File: config.mk
export PLATFORM = sky130hd
export DESIGN_NAME = dmem_lsu
export DESIGN_NICKNAME = d
export VERILOG_FILES = /design/src/rtl/dmem_lsu.sv
export SDC_FILE = /design/constraint.sdc
export NUM_CORES = 1
export LEC_CHECK = 0
export CAP_MARGIN = 25
export CORE_ASPECT_RATIO = 2
export CORE_MARGIN = 2
export CORE_UTILIZATION = 25
export DETAILED_ROUTE_END_ITERATION = 7
export GPL_ROUTABILITY_DRIVEN = 0
export GPL_TIMING_DRIVEN = 0
export HOLD_SLACK_MARGIN = 0.15
export PLACE_DENSITY = 0.48
export SLEW_MARGIN = 5
export SYNTH_ARGS = -nofsm -noshare
export SYNTH_HDL_FRONTEND = slang
export SYNTH_SLANG_ARGS = --single-unit
File: constraint.sdc
create_clock -name clk -period 4 [get_ports clk]
set_input_delay 0.4 -clock clk [delete_from_list [all_inputs] [get_ports clk]]
set_output_delay 0.4 -clock clk [all_outputs]
set_load 0.01 [all_outputs]
File: src/rtl/dmem_lsu.sv
// Load/store unit between the MEM stage and the data-memory slave bus.
// Aligns and extends load data, rejects misaligned requests, and bounds each bus access with an ack timeout.
module dmem_lsu #(
    parameter int RD_WAIT = 1,
    parameter int TIMEOUT = 255
) (
    input  logic        clk,
    input  logic        rst_n,
    input  logic        req_valid,
    input  logic        req_we,
    input  logic [1:0]  req_size,
    input  logic        req_unsigned,
    input  logic [31:0] req_addr,
    input  logic [31:0] req_wdata,
    output logic        busy,
    output logic        resp_valid,
    output logic [31:0] resp_rdata,
    output logic        misalign,
    output logic        bus_err,
    output logic [31:0] wb_adr_o,
    output logic [31:0] wb_dat_o,
    output logic        wb_we_o,
    output logic        wb_stb_o,
    output logic        wb_cyc_o,
    output logic [3:0]  wb_sel_o,
    output logic        wb_signext_o,
    input  logic [31:0] wb_dat_i,
    input  logic        wb_ack_i
);

    typedef enum logic [2:0] {IDLE, BUS, RDWAIT, RESP, ERRHOLD} state_t;

    localparam logic [7:0] TO_LAST  = 8'(TIMEOUT - 1);
    localparam logic [7:0] RDW_LAST = 8'((RD_WAIT > 0) ? (RD_WAIT - 1) : 0);
    localparam bit         RD_ZERO  = (RD_WAIT == 0);

    state_t      state_q, state_d;
    logic [7:0]  cnt_q, cnt_d;
    logic [1:0]  off_q, off_d;
    logic [1:0]  size_q, size_d;
    logic        uns_q, uns_d;
    logic        we_q, we_d;
    logic [31:0] rdata_q, rdata_d;
    logic        resp_valid_q, resp_valid_d;
    logic        misalign_q, misalign_d;
    logic        bus_err_q, bus_err_d;
    logic [31:0] adr_q, adr_d;
    logic [31:0] dat_q, dat_d;
    logic        wbwe_q, wbwe_d;
    logic        stb_q, stb_d;
    logic        cyc_q, cyc_d;
    logic [3:0]  sel_q, sel_d;
    logic        signext_q, signext_d;
    logic        aligned;

    function automatic logic [3:0] sel_mask(input logic [1:0] size);
        case (size)
            2'b00:   sel_mask = 4'b0001;
            2'b01:   sel_mask = 4'b0011;
            default: sel_mask = 4'b1111;
        endcase
    endfunction

    function automatic logic [31:0] rep_data(input logic [1:0] size, input logic [31:0] wdata);
        case (size)
            2'b00:   rep_data = {4{wdata[7:0]}};
            2'b01:   rep_data = {2{wdata[15:0]}};
            default: rep_data = wdata;
        endcase
    endfunction

    function automatic logic [31:0] load_ext(input logic [31:0] word, input logic [1:0] off,
                                             input logic [1:0] size, input logic uns);
        logic [7:0]  b;
        logic [15:0] h;
        b = word[{off, 3'b000} +: 8];
        h = off[1] ? word[31:16] : word[15:0];
        case (size)
            2'b00:   load_ext = uns ? {24'h0, b} : {{24{b[7]}}, b};
            2'b01:   load_ext = uns ? {16'h0, h} : {{16{h[15]}}, h};
            default: load_ext = word;
        endcase
    endfunction

    // size 11 shares the word alignment rule
    assign aligned = !((req_size == 2'b01 && req_addr[0]) ||
                       (req_size[1] && req_addr[1:0] != 2'b00));

    always_comb begin
        state_d      = state_q;
        cnt_d        = cnt_q;
        off_d        = off_q;
        size_d       = size_q;
        uns_d        = uns_q;
        we_d         = we_q;
        rdata_d      = rdata_q;
        adr_d        = adr_q;
        dat_d        = dat_q;
        wbwe_d       = wbwe_q;
        stb_d        = stb_q;
        cyc_d        = cyc_q;
        sel_d        = sel_q;
        resp_valid_d = 1'b0;
        misalign_d   = 1'b0;
        bus_err_d    = 1'b0;
        signext_d    = 1'b1;
        case (state_q)
            IDLE: begin
                if (req_valid && aligned) begin
                    off_d   = req_addr[1:0];
                    size_d  = req_size;
                    uns_d   = req_unsigned;
                    we_d    = req_we;
                    adr_d   = req_we ? req_addr : {req_addr[31:2], 2'b00};
                    dat_d   = req_we ? rep_data(req_size, req_wdata) : 32'h0;
                    sel_d   = req_we ? sel_mask(req_size) : 4'b1111;
                    wbwe_d  = req_we;
                    stb_d   = 1'b1;
                    cyc_d   = 1'b1;
                    cnt_d   = 8'h0;
                    state_d = BUS;
                end else if (req_valid) begin
                    misalign_d = 1'b1;
                    state_d    = ERRHOLD;
                end
            end
            BUS: begin
                if (wb_ack_i) begin
                    stb_d = 1'b0;
                    cnt_d = 8'h0;
                    if (we_q || RD_ZERO) begin
                        cyc_d        = 1'b0;
                        resp_valid_d = 1'b1;
                        state_d      = RESP;
                        if (!we_q) rdata_d = load_ext(wb_dat_i, off_q, size_q, uns_q);
                    end else begin
                        state_d = RDWAIT;
                    end
                end else if (cnt_q == TO_LAST) begin
                    stb_d     = 1'b0;
                    cyc_d     = 1'b0;
                    bus_err_d = 1'b1;
                    state_d   = IDLE;
                end else begin
                    cnt_d = cnt_q + 8'h1;
                end
            end
            RDWAIT: begin
                if (cnt_q == RDW_LAST) begin
                    rdata_d      = load_ext(wb_dat_i, off_q, size_q, uns_q);
                    cyc_d        = 1'b0;
                    resp_valid_d = 1'b1;
                    state_d      = RESP;
                end else begin
                    cnt_d = cnt_q + 8'h1;
                end
            end
            RESP:    state_d = IDLE;
            ERRHOLD: if (!req_valid) state_d = IDLE;
            default: state_d = IDLE;
        endcase
    end

    always_ff @(posedge clk or negedge rst_n) begin
        if (!rst_n) begin
            state_q      <= IDLE;
            cnt_q        <= 8'h0;
            off_q        <= 2'b00;
            size_q       <= 2'b00;
            uns_q        <= 1'b0;
            we_q         <= 1'b0;
            rdata_q      <= 32'h0;
            resp_valid_q <= 1'b0;
            misalign_q   <= 1'b0;
            bus_err_q    <= 1'b0;
            adr_q        <= 32'h0;
            dat_q        <= 32'h0;
            wbwe_q       <= 1'b0;
            stb_q        <= 1'b0;
            cyc_q        <= 1'b0;
            sel_q        <= 4'h0;
            signext_q    <= 1'b0;
        end else begin
            state_q      <= state_d;
            cnt_q        <= cnt_d;
            off_q        <= off_d;
            size_q       <= size_d;
            uns_q        <= uns_d;
            we_q         <= we_d;
            rdata_q      <= rdata_d;
            resp_valid_q <= resp_valid_d;
            misalign_q   <= misalign_d;
            bus_err_q    <= bus_err_d;
            adr_q        <= adr_d;
            dat_q        <= dat_d;
            wbwe_q       <= wbwe_d;
            stb_q        <= stb_d;
            cyc_q        <= cyc_d;
            sel_q        <= sel_d;
            signext_q    <= signext_d;
        end
    end

    // stall is masked by reset so every output reads 0 while rst_n is low
    assign busy = rst_n && ((state_q == BUS) || (state_q == RDWAIT) ||
                            (state_q == IDLE && req_valid && aligned));

    assign resp_valid   = resp_valid_q;
    assign resp_rdata   = rdata_q;
    assign misalign     = misalign_q;
    assign bus_err      = bus_err_q;
    assign wb_adr_o     = adr_q;
    assign wb_dat_o     = dat_q;
    assign wb_we_o      = wbwe_q;
    assign wb_stb_o     = stb_q;
    assign wb_cyc_o     = cyc_q;
    assign wb_sel_o     = sel_q;
    assign wb_signext_o = signext_q;

endmodule

==> reports/results.txt <==
The die is 112 microns wide. Sorting the synthesized cells by how often they occur yields sky130_fd_sc_hd__nand2_1 (128), sky130_fd_sc_hd__dfrtp_1 (122), sky130_fd_sc_hd__o21ai_0 (63). Clock-pin slew was measured on the worst setup and hold paths at 0.05 ns.

Most crowded layer after global routing: met2. The number of nets in the layout is 905, and the minimum hold slack is 0.407 ns. After the flow finishes, the layout carries non-filler instances totaling 1095. The number of enable flip-flop cells after synthesis is 0. The tools report the type of element capturing the critical path as an output pin. Power per cell area: 748 mW/mm^2.

The area added between synthesis and finish was 53.0%; the distinct cell type count of the synthesized netlist was 52. The area of the die was 0.0247 sq mm. For the placed cell count, the log shows 1061.

Headroom to the max-slew limit came out at 47.0%. At the pin with the least slew margin, the transition time is 0.795 ns. Synthesis produced a netlist with a net count of 675. For this design the static power due to leakage is 3.83 nW. The biggest cell delay along the critical path works out to 0.53 ns. After detailed routing, the number of remaining DRC violations is 0. For this run, the number of Yosys warnings is 0.

The die is 220 microns tall. Cell repeated most along the worst path: sky130_fd_sc_hd__clkdlybuf4s50_1. Data on the critical path arrives at its endpoint at 2.54 ns. The number of global-route vias before repair is 5329. The first-iteration detailed-routing DRC count is 122. Counting instances, the worst hold path has a depth of 3.

The synthesized netlist occupies a cell area of 0.00586 sq mm. Synthesis produced 568 cells. The first global-routing pass estimated 31600 microns of wire. The routed design could run at a clock period as short as 2.94 ns.

The logs give 16000 microns for the HPWL after detailed placement and 2 for the maximum number of buffers from clock root to sink. The tools report the peak clock frequency supported by timing as 341 MHz. By startpoint and endpoint, the worst setup path is classified as in2out. The path with the worst hold slack has its endpoint at wb_dat_o[27]$_DFFE_PN0P_. The clock tree synthesis step divided the H-tree into 4 levels. The global-route met3 utilization was 5.04%. sky130_fd_sc_hd__nand2_1 is the most common cell in the netlist.

The count of nets left with antenna violations once routing finished came out at 0. The worst hold path begins at req_we. The worst flop-to-flop path endpoint is resp_rdata[24]$_DFFE_PN0P_. The tools report the source-to-sink clock delay at the later pin of the worst-skew pair as 0.43 ns. The tree is rooted in a sky130_fd_sc_hd__clkbuf_16. After synthesis, the share of flip-flops with an asynchronous set or reset is 100%.

Register bit count reported by yosys: 122. Entering global routing, the biggest net connects 78 pins. The max-capacitance violation count was 0. After detailed routing, the number of vias per cell comes to 4.62. For this configuration, the core starts out at a cell density of 25.3%. Global routing consumed, on the met1 layer, 16.5% of the routing resources. The number of failing hold endpoints at the final stage is 0.

The largest voltage drop on the vdd net came out at 0.404 mV. The mean area per synthesized cell is 10.3 sq um. In the finished design, the share of the clock period the worst path needs comes to 73.4%. The final global-route overflow total was 0; the core box area was 0.0231 sq mm. The run gives 212 as the number of top-level pins. Setup repair after global routing left no endpoint under its margin. The instance area at placement is 0.00833 sq mm.

The number of iterations in the first detailed-routing pass was 4; the fraction of met2 tracks used by global routing was 32.8%. Total track usage: 17.1%. Clock skew on the completed layout was measured at 0.00531 ns.

The run gives 0 as the count of final max-slew check failures. The detailed router placed 5057 vias in this run. The number of buffers created by CTS was 17.

In this run the worst hold path is classified as in2reg. The number of setup violations in the final report is 0, and the total wirelength of the detailed-routed design is 20800 microns. The cell type contributing the most total cell area after synthesis is sky130_fd_sc_hd__dfrtp_1. TritonCTS built the clock tree.

Summed over its instances, the top area cell type makes up 52.1% of the synthesized netlist area. Sequential elements use 52.1% of the synthesized area. Traced cell by cell, the critical path runs through clkdlybuf4s50_1, o21ai_0, a41o_2, and3_1, clkdlybuf4s50_1.

Register-to-register setup slack: 1.50 ns. The run gives 0.00670 W as the power after layout. The total of buffers placed on input and output ports came out at 209. The floorplan has 79 rows. For the number of antenna violations at the first check in global routing, the log shows 1. The depth of the worst register-to-register path was 8. The post-detailed-route wirelength per cell is 19.0 microns. Data on the critical path is required at its endpoint by 3.60 ns. The tools report the finished layout cell area as 0.00896 sq mm. The run finished with clean final reports. The maximum fanout along the worst path works out to 7. In this run the critical register-to-register path is launched from cnt_q[0]$_DFFE_PN0P_. The slowest stage of the critical path is the sky130_fd_sc_hd__clkdlybuf4s50_1 cell. For this run, the leading register cell type out of synthesis is sky130_fd_sc_hd__dfrtp_1. Counting every sink on the clock net gives 122.

The worst setup path is launched from a primary input. In the post-synthesis netlist, the biggest area contributors are sky130_fd_sc_hd__dfrtp_1 (52%), sky130_fd_sc_hd__mux2_2 (10%), sky130_fd_sc_hd__nand2_1 (8.2%). In the final layout, the share of cells above drive strength 1 is 14.9%.
## cells by family (layout without fill, tap and decap cells)
| family | Yosys count | after routing | share of synthesized area [%] |
|---|---|---|---|
| AOI/OAI and AO/OA | 109 | 109 | 10.7 |
| xor gates and xnor gates | 3 | 3 | 0.449 |
| adders and majority gates | 3 | 3 | 0.641 |
| buffers and inverters | 56 | 299 | 4.29 |
| DFF | 122 | 122 | 52.1 |
| muxes | 80 | 80 | 16.5 |
| other | 1 | 2 | 0.0640 |
| and+or+nand+nor | 194 | 194 | 15.2 |
## how the worst max path moves through the flow
stage | startpoint | depth (start not counted) | slack, ns | to
after floorplan | cnt_q[0]$_DFFE_PN0P_ | 8 | 1.96 | resp_rdata[21]$_DFFE_PN0P_
after global placement | rst_n | 3 | -3.02 | busy
after detailed placement | req_addr[0] | 6 | 0.96 | wb_adr_o[29]$_DFFE_PN0P_
after CTS | req_addr[0] | 5 | 1.01 | busy
after global routing | req_addr[0] | 5 | 0.95 | busy
final | req_addr[0] | 5 | 1.06 | busy
## metrics by stage
| stage | TNS (ns) | utilization (%) | setup slack (ns) |
|---|---|---|---|
| 2_1_floorplan | 0 | - | 1.96 |
| 3_3_place_gp | -358.90 | 35.9 | -3.02 |
| 3_5_place_dp | 0 | 36.0 | 0.964 |
| 4_1_cts | 0 | 38.7 | 1.01 |
| 5_1_grt | 0 | 38.7 | 0.947 |
| 6_report | 0 | 38.7 | 1.06 |
## power by group
part | internal [W] | switching [W]
clock network | 0.000991 | 0.000630
registers | 0.00179 | 0.000326
logic | 0.00158 | 0.00138
total | 0.00436 | 0.00234
## per-layer routing
layer,routed length [microns],share of wire (%)
met3,1150,5.5
met2,11800,56
met5,0,0
met4,784,3.8
met1,7140,34
## worst max-delay path, delay by kind of cell
family                 cells  cell delay (ns)
and+or+nand+nor            1             0.19
buffers and inverters      2             1.05
AOI/OAI and AO/OA          2             0.89
## layout make-up
| class | count | area (sq um) |
|---|---|---|
| flip-flops and latches | 122 | 3050 |
| diodes | 1 | 2.50 |
| clock buffers | 17 | 425 |
| clock inverters | 15 | 190 |
| multi-input cells | 390 | 2550 |
| fillers | 2387 | 14200 |
| well taps | 283 | 354 |
| repair buffers | 211 | 2130 |
| inverters | 18 | 68.8 |
| plain buffers | 38 | 183 |
## cells in the final DEF (no fill, tap or decap), types with 4 or more instances in the layout
cell type / instances
sky130_fd_sc_hd__nand3_1: 7
sky130_fd_sc_hd__buf_1: 5
sky130_fd_sc_hd__nand4_1: 5
sky130_fd_sc_hd__o21ai_0: 63
sky130_fd_sc_hd__buf_2: 8
sky130_fd_sc_hd__a21oi_1: 20
sky130_fd_sc_hd__a221oi_1: 7
sky130_fd_sc_hd__a21o_1: 8
sky130_fd_sc_hd__inv_6: 4
sky130_fd_sc_hd__clkbuf_1: 20
sky130_fd_sc_hd__nand2_1: 128
sky130_fd_sc_hd__mux4_2: 8
sky130_fd_sc_hd__nor2b_1: 4
sky130_fd_sc_hd__inv_1: 16
sky130_fd_sc_hd__mux2_2: 53
sky130_fd_sc_hd__mux2i_1: 19
sky130_fd_sc_hd__nor2_1: 27
sky130_fd_sc_hd__dfrtp_1: 122
sky130_fd_sc_hd__buf_6: 4
sky130_fd_sc_hd__clkbuf_16: 17
sky130_fd_sc_hd__clkdlybuf4s50_1: 208
sky130_fd_sc_hd__nor4b_1: 4
## flip-flops by register name, summed over array words and instances, names as in the netlist
register / cells
wb_dat_o: 32
resp_rdata: 32
state_q: 3
wb_sel_o: 3
off_q: 2
uns_q: 1
misalign: 1
wb_cyc_o: 1
bus_err: 1
cnt_q: 8
wb_adr_o: 32
resp_valid: 1
wb_we_o: 1
wb_stb_o: 1
wb_signext_o: 1
size_q: 2
## timing repair
item                                    4_1_cts  5_1_grt
hold buffers                                  1        0
gates resized for setup                       0        0
hold endpoints to repair                     45        0
endpoints found under the setup margin        0        0
buffers inserted                              0        0
No activity file was read; power rests on OpenSTA's default activity.
